**src/rtl/alu_driver.sv**
```systemverilog
// Command/response wrapper that drives a fixed-latency ALU and captures its result.
// Optional Error-flag event counter enabled by defining ALU_DRIVER_ERRCNT_EN.
module alu_driver #(
  parameter int unsigned LATENCY = 2
) (
  input  logic       clk,
  input  logic       rst,
  input  logic       cmd_valid,
  output logic       cmd_ready,
  input  logic [3:0] cmd_a,
  input  logic [3:0] cmd_b,
  input  logic [3:0] cmd_op,
  input  logic       cmd_mode,
  output logic [3:0] alu_a,
  output logic [3:0] alu_b,
  output logic [3:0] alu_op,
  output logic       alu_mode,
  input  logic [7:0] alu_res,
  output logic       rsp_valid,
  input  logic       rsp_ready,
  output logic [7:0] rsp_data,
  input  logic       err_clr,
  output logic [7:0] err_count
);

  // Counter must reach LATENCY without wrapping.
  localparam int unsigned CNT_W = $clog2(LATENCY + 2);
  localparam int unsigned RES_W = 8;
  localparam int unsigned ERR_BIT = 4;

  typedef enum logic [1:0] {
    IDLE = 2'd0,
    WAIT = 2'd1,
    RESP = 2'd2
  } state_e;

  state_e             state_q;
  logic [CNT_W-1:0]   cnt_q;
  logic [3:0]         alu_a_q;
  logic [3:0]         alu_b_q;
  logic [3:0]         alu_op_q;
  logic               alu_mode_q;
  logic [RES_W-1:0]   rsp_data_q;
  logic               rsp_valid_q;
  logic               cmd_ready_q;
  logic               capture_c;

  assign capture_c = (state_q == WAIT) && (cnt_q == CNT_W'(LATENCY));

  // Control FSM with registered handshake and ALU drive outputs.
  always_ff @(posedge clk or posedge rst) begin
    if (rst) begin
      state_q     <= IDLE;
      cnt_q       <= '0;
      alu_a_q     <= '0;
      alu_b_q     <= '0;
      alu_op_q    <= '0;
      alu_mode_q  <= 1'b0;
      rsp_data_q  <= '0;
      rsp_valid_q <= 1'b0;
      cmd_ready_q <= 1'b1;
    end else begin
      case (state_q)
        IDLE: begin
          if (cmd_valid) begin
            alu_a_q     <= cmd_a;
            alu_b_q     <= cmd_b;
            alu_op_q    <= cmd_op;
            alu_mode_q  <= cmd_mode;
            cnt_q       <= '0;
            cmd_ready_q <= 1'b0;
            state_q     <= WAIT;
          end
        end
        WAIT: begin
          if (capture_c) begin
            rsp_data_q  <= alu_res;
            rsp_valid_q <= 1'b1;
            state_q     <= RESP;
          end else begin
            cnt_q <= cnt_q + CNT_W'(1);
          end
        end
        RESP: begin
          // Return to IDLE only; a waiting command is taken on the next edge.
          if (rsp_ready) begin
            rsp_valid_q <= 1'b0;
            cmd_ready_q <= 1'b1;
            state_q     <= IDLE;
          end
        end
        default: begin
          rsp_valid_q <= 1'b0;
          cmd_ready_q <= 1'b1;
          state_q     <= IDLE;
        end
      endcase
    end
  end

  assign cmd_ready = cmd_ready_q;
  assign alu_a     = alu_a_q;
  assign alu_b     = alu_b_q;
  assign alu_op    = alu_op_q;
  assign alu_mode  = alu_mode_q;
  assign rsp_valid = rsp_valid_q;
  assign rsp_data  = rsp_data_q;

`ifdef ALU_DRIVER_ERRCNT_EN
  logic [7:0] err_cnt_q;
  logic [7:0] err_cnt_d;

  // Saturating count of captured Error flags; clear has priority.
  always_comb begin
    err_cnt_d = err_cnt_q;
    if (err_clr) begin
      err_cnt_d = '0;
    end else if (capture_c && alu_res[ERR_BIT] && (err_cnt_q != 8'hFF)) begin
      err_cnt_d = err_cnt_q + 8'd1;
    end
  end

  always_ff @(posedge clk or posedge rst) begin
    if (rst) begin
      err_cnt_q <= '0;
    end else begin
      err_cnt_q <= err_cnt_d;
    end
  end

  assign err_count = err_cnt_q;
`else
  logic unused_err_clr;
  assign unused_err_clr = err_clr;
  assign err_count      = 8'h00;
`endif

endmodule

```
**config.mk**
```make
export PLATFORM = sky130hd
export DESIGN_NAME = alu_driver
export DESIGN_NICKNAME = d
export VERILOG_FILES = /design/src/rtl/alu_driver.sv
export SDC_FILE = /design/constraint.sdc
export NUM_CORES = 1
export LEC_CHECK = 0
export ABC_AREA = 1
export CORE_UTILIZATION = 42
export CTS_BUF_LIST = sky130_fd_sc_hd__clkbuf_4 sky130_fd_sc_hd__clkbuf_8
export CTS_CLUSTER_SIZE = 30
export DETAILED_ROUTE_END_ITERATION = 6
export DONT_BUFFER_PORTS = 1
export GPL_TIMING_DRIVEN = 0
export PLACE_DENSITY = 0.56
export REMOVE_ABC_BUFFERS = 1
export SYNTH_ARGS = -nofsm -noshare
export SYNTH_HDL_FRONTEND = slang
export SYNTH_SLANG_ARGS = --single-unit
```
**constraint.sdc**
```tcl
create_clock -name clk -period 1.8 [get_ports clk]
set_input_delay 0.27 -clock clk [delete_from_list [all_inputs] [get_ports clk]]
set_output_delay 0.27 -clock clk [all_outputs]
set_load 0.05 [all_outputs]
```
### After elaboration in Yosys (flattened, before gate mapping)

Index checks and enable logic that the tools add are counted.

| storage, ports and cells | value |
|---|---|
| register bits | 27 |
| latch bits | 0 |
| RAM bits | 0 |
| memory bits (read-only) | 0 |
| input bits | 26 |
| logic and storage cells | 41 |
| memories kept | 0 |

| cells by class | value |
|---|---|
| $add $sub $neg | 1 |
| $mul | 0 |
| div/mod/pow operators | 0 |
| $lt $le $gt $ge | 0 |
| eq/ne operators | 7 |
| shift operators | 0 |
| muxes and demuxes | 13 |
| bitwise operators | 2 |
| reductions and logical operators | 9 |

Operator list:

| operator | count |
|---|---|
| 3-bit AND reduction | 4 |
| 2-bit two-way mux | 5 |
| 2-bit != test, second input constant | 4 |
| 1-bit case mux with 3 select lines | 2 |
| 2-bit case mux with 3 select lines | 1 |
| 2-bit equality test, second input constant | 2 |
| 1-bit two-way mux | 4 |
| 2-bit case mux with 2 select lines | 1 |
| 2-bit AND reduction | 2 |
| 2-bit by 1-bit adder with 2-bit output, second input constant | 1 |
| 2-bit by 1-bit equality test with 1-bit output, second input constant | 1 |
| 2-bit zero test | 1 |
| 1-bit inverter | 2 |
| 2-bit nonzero test | 1 |
| 1-bit logical AND | 1 |

### Logic depth before layout (Yosys ltp)

| logic depth | value |
|---|---|
| depth in word-level cells | 4 |
| gate-level depth with buffers | 7 |

### Least setup slack after synthesis

No wires, ideal clock.

| timing | value |
|---|---|
| path type | register to register |
| start | reg cnt_q[0] |
| end | reg rsp_valid_q (netlist: rsp_valid) |
| setup time | 0.065 ns |
| arrival time | 1.084 ns |
| data required time | 1.735 ns |
| setup slack | 0.651 ns |
| stages on the path, launching flop included | 8 |
| buffers on the path | 1 |
| clock period less this slack | 1.149 ns |
| cell sequence | dfrtp_1 > inv_1 > ha_1 > buf_4 > a21o_2 > nand2_1 > nand2_1 > nand2_1 |

| between the ends | value |
|---|---|
| cells in the longest elaborated chain, start to end | 4 |

Ends and longest elaborated chain:

| what | line | RTL |
|---|---|---|
| from (decl) | 38 | `logic [CNT_W-1:0] cnt_q;` |
| from (signal assigned) | 81 | `cnt_q <= cnt_q + CNT_W'(1);` |
| 2-bit equality test | 48 | `assign capture_c = (state_q == WAIT) && (cnt_q == CNT_W'(LATENCY));` |
| 1-bit logical AND | 48 |  |
| 2-bit != test (no line) | n/a |  |
| 3-bit AND reduction (no line) | n/a |  |
| to (signal assigned) | 60 | `rsp_valid_q <= 1'b0;` |
| to (signal assigned) | 78 | `rsp_valid_q <= 1'b1;` |
| to (signal assigned) | 87 | `rsp_valid_q <= 1'b0;` |
| to (decl) | 44 | `logic rsp_valid_q;` |

Every way passes these cells.
A chain may end at the register's enable or synchronous reset.

### Final worst setup path

| timing | value |
|---|---|
| start | reg cnt_q[0] |
| end | reg cnt_q[1] |

| between the ends | value |
|---|---|
| cells in the longest elaborated chain, start to end | 4 |
| elaborated cells on any way between the ends | 7 |
| those cells by class | add/sub: 1; eq/ne: 2; mux: 2; reduce/logical: 2 |

Ends and longest elaborated chain:

| what |
|---|
| branches (longest 4 deep; another with 2-bit by 1-bit adder with 2-bit output) |

Parallel ways; which one is timed is not known. The select of a mux whose other input is x is not followed.

==> results by group <==
Global routing
  – GRT Overall Usage: around 14%
  – GR Overflow Total: 0
  – Initial antenna violation count: 0
  – Global-route wire length before repair: 3360 microns
  – Number of global-route vias before repair: roughly 740
  – Largest net degree at the start of global routing: 30

Placement
  – # port buffers: 0
  – GPL Wtd Cong: ~0.69
  – Cell Count Post-Placement: 160
  – Placed standard-cell area: about 1200 sq um
  – Post-DP HPWL: roughly 1400 microns

Setup path
  – Worst flop-to-flop path startpoint: cnt_q[0]$_DFFE_PP0P_
  – Worst setup EP type: flop
  – Critical path class: reg -> reg
  – Critical Path Start: cnt_q[0]$_DFFE_PP0P_
  – Worst R2R Setup Slack: 300 ps
  – Worst EP arrival: between 1500 and 2000 ps
  – Worst setup path endpoint: cnt_q[1]$_DFFE_PP0P_
  – Crit-path max FO: 11
  – Required @ worst endpoint: ~2000 ps
  – FF-to-FF path depth: 7
  – Crit start category: flop
  – Reg2reg end: cnt_q[1]$_DFFE_PP0P_

Yosys
  – Synth unique cells: 20
  – Largest family of logic cells by synthesized area: simple AND/OR/NAND/NOR gates
  – Gate count after technology mapping: 135
  – Synth warnings: 0
  – Post-synthesis compound-gate area fraction: 8.01%
  – Adder-cell share of the synthesized area: roughly 1%
  – Simple-gate share of the synthesized area: between 20 and 25%
  – Number of synthesized register bits: 27
  – Post-Synth XOR/XNOR Area: 0%
  – Post-Syn Area: about 1200 sq um
  – Post-synthesis mux area share: 0%
  – Sequential share of the synthesized area: a little over half
  – Mean area per synthesized cell: slightly above 9 sq um

Clocking
  – CTS tree: done
  – H-tree Lvls: 1
  – Hold Buf Count CTS: 0
  – Clock buffer depth: 2
  – CTS root buf: clkbuf_4
  – Clock Latency Late Sink: between 300 and 400 ps
  – Setup bufs post-CTS: 0
  – CTS Buf Count: 3
  – CTS sink count: 27
  – CTS resizes: 0
  – CTS clk-pin slew, worst paths: between 100 and 150 ps

Timing
  – Min Tclk post-route: 1500 ps
  – Least-Margin Pin Slew: 1010 ps
  – Final setup fails: 0
  – Fmax achieved: about 670 MHz
  – Final setup TNS: 0 ps
  – Skew final: between 4 and 5 ps
  – Slew HR: 32.3%
  – RSZ-0062 raised after global routing: no
  – Final Cycle Share: a little over four fifths
  – Fin Hold WS: between 60 and 70 ps
  – Final Hold Viols: 0
  – Final Slew Violations: 0

Die
  – Die area: 3160 sq um
  – Die W: ~56 microns
  – Die Y: roughly 56 microns
  – Starting density of the core: roughly 45%
  – Top Ports: 57
  – Rows: 19
  – Core area: approximately 2800 sq um

Worst hold path
  – Hold Path Cell Cnt: 2
  – HP Class: in -> reg

Route
  – Via count: just under 800
  – Wire length per cell after detailed routing: 11.8 microns
  – Routed vias/inst: between 4 and 5
  – Routed wire length: between 1500 and 2000 microns
  – Iter 0 DRT Violations: 28
  – Drt drc: 0
  – DRT antenna net count: 0
  – DR pass1 iterations: 4

Job
  – Max-cap violations: 0

Layout
  – Post-Layout Inst Area: 1220 sq um
  – # diodes: 0
  – Layout area overhead: -1.42%
  – Share of cells above drive strength 1: between 10% and 20%
  – Post-route insts no fill: between 150 and 200
  – Final nets: between 150 and 200

Run status
  – Status: finished, final reports clean
stage by stage:
step,setup WS (ps),utilization (%)
final,301,44.1
after global routing,112,44.1
after CTS,72.1,44.0
after detailed placement,103,42.9
after global placement,150,42.9
after floorplan,385,-
critical path: stages (launching register included):
cell and delay [ps]:
dfrtp_1 400, inv_1 80, ha_1 480, inv_1 120, nand2_1 130, nand2_1 70, nand2_1 80, nand2_1 50
worst min-delay path by stage:
stage,startpoint,end
after CTS,cmd_b[2],alu_b[2]$_DFFE_PP0P_
final,cmd_b[2],alu_b[2]$_DFFE_PP0P_
after floorplan,rst,alu_a[0]$_DFFE_PP0P_
after global placement,cmd_a[0],alu_a[0]$_DFFE_PP0P_
after detailed placement,cmd_b[2],alu_b[2]$_DFFE_PP0P_
after global routing,cmd_b[2],alu_b[2]$_DFFE_PP0P_
kinds of logic (layout without fill, tap and decap cells):
group / after synthesis / count (layout)
compound gates: 16 / 16
fa+ha+maj: 1 / 1
buf+inv: 32 / 23
flops: 27 / 27
other cells: 1 / 8
simple gates: 58 / 58
sequential cells by signal (all words and copies together) (netlist names), 2 cells and up:
register / cells
state_q: 2
alu_op: 4
alu_b: 4
cnt_q: 2
rsp_data: 8
alu_a: 4
cells in the final DEF (no fill, tap or decap), types with 2 or more instances in the layout:
cell type	synthesis	routed
nand2_1	42	42
dfrtp_1	26	26
inv_1	17	17
nand3_1	11	11
conb_1	1	8
o21ai_1	6	6
o21ai_0	5	5
o21ai_2	4	4
clkbuf_4	0	4
inv_2	2	2
Yosys cell counts:
library cell	n	area (sq um)
inv_1	17	63.8
buf_4	9	67.6
dfstp_2	1	26.3
conb_1	1	3.75
buf_6	2	22.5
inv_2	2	7.51
dfrtp_1	26	651
clkbuf_2	1	5.00
nor2_1	2	7.51
nor3_1	1	5.00
o21ai_2	4	35.0
a21o_2	1	8.76
nand3_2	1	10.0
o21ai_0	5	25.0
o21ai_1	6	30.0
nand2_1	42	158
buf_12	1	20.0
nand3_1	11	55.1
ha_1	1	12.5
nand2_8	1	20.0
routing by layer:
layer	vias up	part of all wire (%)	global-route usage, %
li1	393	-	-
met1	342	45	17.0
met2	36	47	22.1
met3	4	6.7	4.65
met4	0	1.8	6.27
met5	-	0	0
cell type report:
class                      count  area [sq um]
fill                         281          1540
sequential                    27           677
multi-input combinational     83           399
inverter                      19          71.3
tap                           31          38.8
clock buffer                   4          30.0
Power is not shown: default switching activity piles up to over one toggle a cycle in this logic, so the estimate is an artifact.
